`config.mk`:
```
export PLATFORM = sky130hd
export DESIGN_NAME = line_fetch_sched
export DESIGN_NICKNAME = d
export VERILOG_FILES = /design/src/rtl/line_fetch_sched.sv
export SDC_FILE = /design/constraint.sdc
export NUM_CORES = 1
export LEC_CHECK = 0
export BUFFER_PORTS_ARGS = -buffer_cell sky130_fd_sc_hd__buf_2
export CAP_MARGIN = 20
export CORE_UTILIZATION = 61
export CTS_CLUSTER_SIZE = 24
export DETAILED_ROUTE_END_ITERATION = 10
export GPL_ROUTABILITY_DRIVEN = 1
export PLACE_DENSITY = 0.95
export SLEW_MARGIN = 20
export SYNTH_ARGS = -nofsm -noshare
export SYNTH_HDL_FRONTEND = slang
export SYNTH_SLANG_ARGS = --single-unit
```
`constraint.sdc`:
```
create_clock -name clk -period 4.6 [get_ports clk]
set_clock_uncertainty 0.1 [all_clocks]
set_input_delay 0.23 -clock clk [delete_from_list [all_inputs] [get_ports clk]]
set_output_delay 0.23 -clock clk [all_outputs]
set_load 0.02 [all_outputs]
```
`src/rtl/line_fetch_sched.sv`:
```
// line_fetch_sched: per-line display fetch scheduler sharing one memory read
// port with a host requester. The display path has priority. The scheduler
// tracks the frame pointer, the line count, line completion and underrun.
// Optional feature: define LINE_FETCH_HOST_FAIR_EN to interleave one host
// transfer after each display word while a line is being fetched.
module line_fetch_sched #(
   parameter int V_RES          = 480,
   parameter int WORDS_PER_LINE = 20,
   parameter int ADDR_W         = 24
) (
   input  logic              clk,
   input  logic              reset,
   input  logic              h_next,
   input  logic              v_blank,
   input  logic              frame_start,
   input  logic [ADDR_W-1:0] base_addr,
   input  logic              host_req,
   input  logic [ADDR_W-1:0] host_addr,
   output logic              host_grant,
   output logic              mem_req,
   output logic [ADDR_W-1:0] mem_addr,
   output logic              mem_src,
   input  logic              mem_ack,
   output logic              line_ready,
   output logic              underrun
);

   localparam int LC_W = $clog2(V_RES + 1);
   localparam int WC_W = (WORDS_PER_LINE > 1) ? $clog2(WORDS_PER_LINE) : 1;
   localparam logic [LC_W-1:0] V_RES_C   = LC_W'(V_RES);
   localparam logic [WC_W-1:0] LAST_WORD = WC_W'(WORDS_PER_LINE - 1);

   typedef enum logic [1:0] {IDLE, DISP, HOST} state_t;

   state_t            state;
   logic [ADDR_W-1:0] ptr;
   logic [LC_W-1:0]   line_cnt;
   logic [WC_W-1:0]   word_cnt;
   logic              pend_line;
   logic              abort;
   logic              fair_ret;
   logic              line_req;
   logic              xfer;

   // A line fetch is wanted only for active lines that still fit in the frame;
   // a transfer completes on any cycle where the request is accepted.
   // host_req seen during the host_grant cycle counts as a fresh request,
   // since the requester releases or replaces it as soon as it sees the grant.
   assign line_req = h_next & ~v_blank & (line_cnt < V_RES_C);
   assign xfer     = mem_req & mem_ack;

   // Scheduler state, pointers, counters and all registered outputs.
   always_ff @(posedge clk) begin
      if (reset) begin
         state      <= IDLE;
         mem_req    <= 1'b0;
         mem_addr   <= '0;
         mem_src    <= 1'b0;
         host_grant <= 1'b0;
         line_ready <= 1'b0;
         underrun   <= 1'b0;
         ptr        <= '0;
         line_cnt   <= '0;
         word_cnt   <= '0;
         pend_line  <= 1'b0;
         abort      <= 1'b0;
         fair_ret   <= 1'b0;
      end else begin
         host_grant <= 1'b0;
         line_ready <= 1'b0;

         if (frame_start) begin
            ptr       <= base_addr;
            line_cnt  <= '0;
            word_cnt  <= '0;
            pend_line <= 1'b0;
         end

         case (state)
            IDLE: begin
               if (frame_start) begin
                  mem_req <= 1'b0;
               end else if (pend_line | line_req) begin
                  state     <= DISP;
                  mem_req   <= 1'b1;
                  mem_addr  <= ptr;
                  mem_src   <= 1'b0;
                  pend_line <= 1'b0;
               end else if (host_req) begin
                  state    <= HOST;
                  mem_req  <= 1'b1;
                  mem_addr <= host_addr;
                  mem_src  <= 1'b1;
               end
            end

            DISP: begin
               if (line_req & ~frame_start) begin
                  underrun <= 1'b1;
               end
               if (frame_start & ~xfer) begin
                  abort <= 1'b1;
               end
               if (xfer) begin
                  if (abort | frame_start) begin
                     state    <= IDLE;
                     mem_req  <= 1'b0;
                     mem_src  <= 1'b0;
                     abort    <= 1'b0;
                     word_cnt <= '0;
                  end else if (word_cnt == LAST_WORD) begin
                     state      <= IDLE;
                     mem_req    <= 1'b0;
                     ptr        <= ptr + ADDR_W'(1);
                     word_cnt   <= '0;
                     line_ready <= 1'b1;
                     if (line_cnt < V_RES_C) begin
                        line_cnt <= line_cnt + LC_W'(1);
                     end
                  end else begin
                     ptr      <= ptr + ADDR_W'(1);
                     word_cnt <= word_cnt + WC_W'(1);
`ifdef LINE_FETCH_HOST_FAIR_EN
                     if (host_req) begin
                        state    <= HOST;
                        fair_ret <= 1'b1;
                        mem_addr <= host_addr;
                        mem_src  <= 1'b1;
                     end else begin
                        mem_addr <= ptr + ADDR_W'(1);
                     end
`else
                     mem_addr <= ptr + ADDR_W'(1);
`endif
                  end
               end
            end

            HOST: begin
               if (line_req & ~frame_start) begin
                  if (fair_ret) begin
                     underrun <= 1'b1;
                  end else begin
                     pend_line <= 1'b1;
                  end
               end
               if (frame_start & ~xfer) begin
                  abort <= 1'b1;
               end
               if (xfer) begin
                  host_grant <= 1'b1;
                  abort      <= 1'b0;
                  fair_ret   <= 1'b0;
                  if (abort | frame_start) begin
                     state   <= IDLE;
                     mem_req <= 1'b0;
                     mem_src <= 1'b0;
                  end else if (fair_ret) begin
                     state    <= DISP;
                     mem_addr <= ptr;
                     mem_src  <= 1'b0;
                  end else if (pend_line | line_req) begin
                     state     <= DISP;
                     mem_addr  <= ptr;
                     mem_src   <= 1'b0;
                     pend_line <= 1'b0;
                  end else begin
                     state   <= IDLE;
                     mem_req <= 1'b0;
                     mem_src <= 1'b0;
                  end
               end
            end

            default: begin
               state   <= IDLE;
               mem_req <= 1'b0;
            end
         endcase
      end
   end

endmodule

```
---- After elaboration in Yosys (flattened, before gate mapping) ----
Cells that the tools add are included.
word-level totals
  register bits ........................... 71
  input port bits ......................... 55
  output and inout bits ................... 29
  word-level logic and storage cells ...... 123
operators by class
  $add $sub $neg .......................... 3
  order comparisons ....................... 1
  equality and inequality tests ........... 17
  multiplexer cells ....................... 68
  bitwise logic cells ..................... 12
  reductions and logical operators ........ 10
operators with widths
  operator                                           number
  2-to-1 mux 24 bit                                  13
  one-hot mux 24 bit (3 select lines)                1
  2-to-1 mux 9 bit                                   6
  2-to-1 mux 1 bit                                   31
  2-to-1 mux 5 bit                                   5
  adder 24 x 1 -> 24 bit, second input constant      1
  inequality test 2 bit, second input constant       10
  2-to-1 mux 2 bit                                   7
  AND reduction 5 bit                                2
  adder 9 x 1 -> 9 bit, second input constant        1
  less-than comparator 9 bit, second input constant  1
  inequality test 3 bit, second input constant       3
  AND reduction 9 bit                                1
  one-hot mux 1 bit (3 select lines)                 2
  one-hot mux 2 bit (3 select lines)                 1
  AND reduction 6 bit                                1
  adder 5 x 1 -> 5 bit, second input constant        1
  AND 1 bit                                          5
  equality test 5 bit, second input constant         1
  inverter 1 bit                                     5
  inequality test 4 bit, second input constant       1
  one-hot mux 1 bit (2 select lines)                 2
  AND reduction 4 bit                                1
  OR reduction 4 bit                                 1
  other kinds (7)                                    8

---- Logic depth before layout (Yosys ltp) ----
Gate-level depths: netlist of the first run.
  depth after elaboration ................. 9
  mapped depth ............................ 10

---- Least setup slack after synthesis of the first run ----
Ideal clock, no wire load.
  path type ............................... register to register
  from .................................... register state[1]
  to ...................................... register mem_addr[15]
  data arrival time ....................... 1971 ps
  slack ................................... 2442 ps
  cell stages (with the launch flop) ...... 11
  period minus slack after synthesis ...... 2158 ps
  cell sequence ........................... dfxtp_1 -> inv_1 -> ha_1 -> clkbuf_1 -> a2bb2oi_1 -> a211oi_2 -> nand4_2 -> nand2b_4 -> buf_6 -> buf_8 -> o31ai_1
on the way
  longest elaborated chain between the ends .. 3
  elaborated cells on any way between the ends .. 14
  those cells by class .................... 10 x eq/ne; 1 x mux; 3 x reduce/logical
ends and longest elaborated chain
  element                                                         line  source
  start, declared                                                 35    state_t state;
  start signal, assigned                                          55    state <= IDLE;
  start signal, assigned                                          84    state <= DISP;
  start signal, assigned                                          90    state <= HOST;
  equality test 2 x 1 -> 1 bit (tied with other cells)            79    case (state)
  inequality test 2 bit (no source line) (tied with other cells)  --
  AND reduction 9 bit (no source line)                            --
  end signal, assigned                                            86    mem_addr <= ptr;
  end signal, assigned                                            92    mem_addr <= host_addr;
  end signal, assigned                                            133   mem_addr <= ptr + ADDR_W'(1);
  end, declared                                                   21    output logic [ADDR_W-1:0] mem_addr,
Several ways; a longest one is shown, not always the timed one.
A chain may end at the register's enable or synchronous reset.

---- Worst setup path in the final report of the first run ----
  from .................................... register state[0]
  to ...................................... register mem_addr[15]
Same word-level chain as after synthesis.

==> results.toml, run 1 <==
[synthesis]
syn-cell-area_sq_mm = 0.00455
synth-seq-cells = 71
synth_edf_count = 0
synth_ff_type = "dfxtp_1"
yosys_warnings = 0
synth_nets = 660
synth_top_area_share_pct = 31.3
synth-seq-area-share_pct = 31.3
synth_top_cell_by_area = "dfxtp_1"
syn_avg_cell_area_sq_um = 7.59
synth_cell_type_count = 69
synth-async-reset-ratio_pct = 0
synthCells = 599
synth_area_leaders = "dfxtp_1, nand2_1, a21oi_1"

[placed_design]
portBuffers = 83
placed_cells = 728
dp_hpwl_mm = 8.85
place_ws_ns = 1.83
gp_congestion = 0.938

[critical_path]
worstSetupPathType = "reg -> reg"
worstSetupEndpointType = "flop"
crit_arrival_ns = 3.03
cp_slowest_cell = "ha_1"
cp_max_fo = 32
crit_path_start_kind = "flop"
path_delay_family = "adder cells"
required_ns = 4.76
worst-path-buf-inv = 1
cp_cell_sequence = "inv_1 -> ha_1 -> nor3_1 -> a211oi_2 -> nand4_2 -> nand2b_4 -> o31ai_1"
cpPeakStageDelay_ns = 0.89

[timing]
hold_violations = 0
timing.final.setup_violations = 0
tns_ns = 0
min_period_ns = 2.87
worst_slack_ns = 1.73
final_max_slew_viol_count = 0
finalCritPeriodShare_pct = 62.4
fmax_ghz = 0.348
slew_headroom_pct = 25.1
rsz0062_at_grt = "no"
tightest_slew_ns = 1.12

[flow_run]
maxCapViolCount = 0

[final_layout]
fillers = 568
final_util_pct = 70.3
drive_gt1_share_pct = 18.1
final_common_cell = "nand2_1"
final_cell_mix = "nand2_1, buf_2, dfxtp_1"
num_antenna_cells = 0
layout.cells.non_filler = 744
layout.nets = 701
syn2layout_area_growth_pct = 11.5

[drt]
viasPerCell = 6.62
first_iter_violations = 703
drc = 0
drt_wl_total_mm = 12.7
first_pass_iters = 6
vias = 4924
ant_nets = 0
avgRoutedWirePerCell_um = 17.0

[clock_tree]
clock_path_buffers = 2
hold_buffers = 0
numCtsBuffers = 9
cts_root_buf = "clkbuf_8"
cts.sinks = 71
clk_pin_slew_ns = 0.08
cts_tree = "built"
post_cts_buffers = 0
htree_levels = 3
ctsResizeCount = 0
clkLatencyLatePin_ns = 0.36

[die]
die_x_um = 88.3
core-area_sq_mm = 0.00721
dieArea_sq_mm = 0.00780
io_pins = 84
die_height_um = 88.3
rows = 31
start_util_pct = 63.0

[global_routing]
grt_usage_pct = 32.6
grt_pass1_vias = 4192
grt-ovfl-total = 0
grt_pass1_wl_mm = 20.1
antenna_found_initial = 0
grt_max_degree = 42

[power_and_ir_drop]
peakVddDrop_mv = 0.202
p_leak_nw = 2.02
p_per_area_mw_per_mm2 = 366

[min_path]
hold_path.class = "in -> reg"

[status]
status = "complete, no violations"
## path summary, 6_finish.rpt
path | start | end | slack [ns] | depth (start not counted)
max reg2reg | state[0]$_SDFFE_PP0P_ | mem_addr[15]$_SDFFE_PP0P_ | 1.73 | 7
min | base_addr[19] | ptr[19]$_SDFF_PP0_ | 0.03 | 3
max | state[0]$_SDFFE_PP0P_ | mem_addr[15]$_SDFFE_PP0P_ | 1.73 | 7
min reg2reg | mem_addr[14]$_SDFFE_PP0P_ | mem_addr[14]$_SDFFE_PP0P_ | 0.36 | 2
## cell usage after synthesis (all sizes together), types with 8 or more instances
cell type,count
inv,12
nor3,17
a211oi,10
nor2,47
a31oi,9
xor2,8
o31ai,16
nand2,88
mux2i,12
dfxtp,71
a221oi,13
nand3,20
nand4,9
nand2b,11
a21oi,45
nor4,12
clkbuf,36
o21ai,31
and3,19
buf,21
## metrics by stage
step / hold slack (ns) / cell area [sq um] / total power, mW
floorplan: 0.249 / 4550 / 1.15
global placement: 0.332 / 4850 / 1.27
detailed placement: 0.342 / 4850 / 1.29
CTS: 0.0344 / 5070 / 1.84
global route: 0.0340 / 5070 / 1.94
finish: 0.0330 / 5070 / 1.85
## cells by family (layout without fill, tap and decap cells)
| group | Yosys count | count (layout) | share of synthesized area (%) |
|---|---|---|---|
| and+or+nand+nor | 253 | 253 | 28.3 |
| buffers and inverters | 69 | 115 | 6.85 |
| xor gates and xnor gates | 10 | 10 | 1.93 |
| adders and majority gates | 6 | 6 | 1.65 |
| muxes | 14 | 14 | 3.14 |
| DFF | 71 | 71 | 31.3 |
| AOI/OAI and AO/OA | 176 | 176 | 26.8 |
## layout make-up
class                   instances  area, sq um  area share [%]
clock inverters                 7         97.6            1.92
well taps                      99          124            2.44
flip-flops and latches         71         1420            28.0
repair buffers                 87          445            8.79
multi-input cells             459         2810            55.5
clock buffers                   9          124            2.44
inverters                      12         45.0           0.888
## worst min-delay path, cell delays in order
cell	delay, ns
buf_2	0.07
a32oi_1	0.04
a21oi_1	0.11
## registers in the layout, indices dropped and copies added (netlist names), 2 cells and up
register and cells:
state 2, word_cnt 5, line_cnt 9, mem_addr 24, ptr 24
## layer usage
metal  share of wire, %  wire [um]  GRT usage, %  vias to the layer above
li1                   -          -             -                     2306
met5                  0          0             0                        -
met2                 44       5550          48.6                      350
met1                 42       5310          46.4                     2224
met3                 12       1560          7.84                       44
met4                2.0        251          10.4                        0
## report_power, final
part	switching, mW	internal (mW)
clock	0.256	0.306
combinational	0.342	0.203
sequential	0.0625	0.684
total	0.661	1.19
Note: power is estimated with default switching activity, not from simulation.
==> run 2: changes to the inputs <==
--- a/config.mk
+++ b/config.mk
@@ -7,11 +7,11 @@
 export LEC_CHECK = 0
 export BUFFER_PORTS_ARGS = -buffer_cell sky130_fd_sc_hd__buf_2
 export CAP_MARGIN = 20
-export CORE_UTILIZATION = 61
+export CORE_UTILIZATION = 56
 export CTS_CLUSTER_SIZE = 24
 export DETAILED_ROUTE_END_ITERATION = 10
 export GPL_ROUTABILITY_DRIVEN = 1
-export PLACE_DENSITY = 0.95
+export PLACE_DENSITY = 0.91
 export SLEW_MARGIN = 20
 export SYNTH_ARGS = -nofsm -noshare
 export SYNTH_HDL_FRONTEND = slang
==> constraint.sdc (replaced) <==
create_clock -name clk -period 3 [get_ports clk]
set_clock_uncertainty 0.1 [all_clocks]
set_input_delay 0.15 -clock clk [delete_from_list [all_inputs] [get_ports clk]]
set_output_delay 0.15 -clock clk [all_outputs]
set_load 0.02 [all_outputs]
==> run 2 against run 1 <==
- sequential share of layout area down 1.3 points
- final cell count rose by 4.6%
- non-clock buffer count is 31 higher
- flip-flop and latch count unchanged
- combinational power rose by 61%
- first-iteration DRC count down 14%
- sequential power is 54% higher
- die area grew 8.7%
- largest cell class unchanged
- via count up 2.6%
- worst setup slack got worse by 1.3 ns
- clock-buffer cell count stayed put
- cell area is 4.8% higher
==> results.toml, run 2 (synthesis results as in run 1) <==
[status]
status = "complete, no violations"

[power_and_ir_drop]
p_leak_nw = 2.14
peakVddDrop_mv = 0.243
p_per_area_mw_per_mm2 = 516
finalPower_mw = 2.74

[global_routing]
grt_pass1_vias = 4400
grt_usage_pct = 31.6
grt_max_degree = 41
grt_pass1_wl_mm = 21.5
antenna_found_initial = 0
grt-ovfl-total = 0

[clock_tree]
cts_tree = "built"
post_cts_buffers = 0
clk_pin_slew_ns = 0.08
ctsResizeCount = 0
clock_path_buffers = 2
hold_buffers = 18
htree_levels = 3
cts.sinks = 71
numCtsBuffers = 9
clkLatencyLatePin_ns = 0.36
cts_root_buf = "clkbuf_8"

[die]
rows = 32
start_util_pct = 58.2
dieArea_sq_mm = 0.00848
core-area_sq_mm = 0.00781
io_pins = 84
die_height_um = 92.1
die_x_um = 92.1

[critical_path]
timing.rr.start = "ptr[11]$_SDFF_PP0_"
cp_max_fo = 8
worstSetupPathType = "reg -> reg"
worstSetupEndpointType = "flop"
crit_path_start = "ptr[11]$_SDFF_PP0_"
crit_arrival_ns = 2.77
required_ns = 3.19
crit_path_start_kind = "flop"

[placed_design]
dp_hpwl_mm = 9.57
portBuffers = 83
gp_congestion = 0.909
place_ws_ns = 0.538

[drt]
first_pass_iters = 7
vias = 5053
drc = 0
ant_nets = 0
avgRoutedWirePerCell_um = 17.3
top_layer = "met4"
viasPerCell = 6.49
wl_met3_mm = 1.62
first_iter_violations = 605
drt_wl_total_mm = 13.5
drt-met1-wl_mm = 5.71
met2_length_mm = 5.88

[timing]
tightest_slew_ns = 0.821
fmax_ghz = 0.387
min_period_ns = 2.58
finalCritPeriodShare_pct = 86.1
rsz0062_at_grt = "no"
hold_violations = 0
slew_headroom_pct = 44.8
tns_ns = 0
final_max_slew_viol_count = 0
timing.final.setup_violations = 0
worst_slack_ns = 0.418
whs_ns = 0.00525

[final_layout]
final_common_cell = "nand2_1"
final_cell_mix = "nand2_1, buf_2, dfxtp_1"
biggestRegsByFlops = "mem_addr x24, ptr x24, line_cnt x9"
num_antenna_cells = 0
final_util_pct = 68.0
layout.nets = 732
syn2layout_area_growth_pct = 16.8
drive_gt1_share_pct = 19.2

[min_path]
worstHoldStart = "host_addr[4]"
hold_path.class = "in -> reg"

[flow_run]
maxCapViolCount = 0
[run 2: path summary, 6_finish.rpt]
kind / endpoint / slack (ns) / cells after the start
setup / recovery: mem_addr[16]$_SDFFE_PP0P_ / 0.42 / 6
hold / removal: mem_addr[4]$_SDFFE_PP0P_ / 0.005 / 3
setup reg to reg: mem_addr[16]$_SDFFE_PP0P_ / 0.42 / 6
hold reg to reg: mem_addr[14]$_SDFFE_PP0P_ / 0.35 / 2
[run 2: area by class of cell]
cell class	instances	area (sq um)
fillers	691	2500
repair buffers	118	723
flip-flops and latches	71	1420
clock inverters	7	57.6
multi-input cells	459	2810
inverters	12	45.0
clock buffers	9	124
well taps	102	128
[run 2: power by group]
group	internal [mW]	total [mW]	leakage [nW]	switching (mW)
Sequential	1.05	1.15	0.580	0.0973
Clock	0.308	0.722	0.0824	0.414
Combinational	0.338	0.875	1.47	0.537
Total	1.69	2.74	2.14	1.05
[run 2: per-stage QoR]
step / area [sq um] / instances
CTS: 5310 / 778
floorplan: 4550 / 599
finish: 5310 / 778
detailed placement: 4950 / 744
global route: 5310 / 778
global placement: 4950 / 744
[run 2: critical path, stage by stage, from the launching register on]
cell      delay, ns
dfxtp_1        0.57
nand4_1        0.36
nor4_1         0.78
buf_4          0.24
mux2i_1        0.18
o221ai_1       0.13
o21ai_0        0.15
[run 2: routing by layer]
layer	vias to the layer above	global-route usage, %
met5	-	0
met2	345	47.8
li1	2374	-
met4	0	9.90
met1	2299	45.8
met3	35	4.89
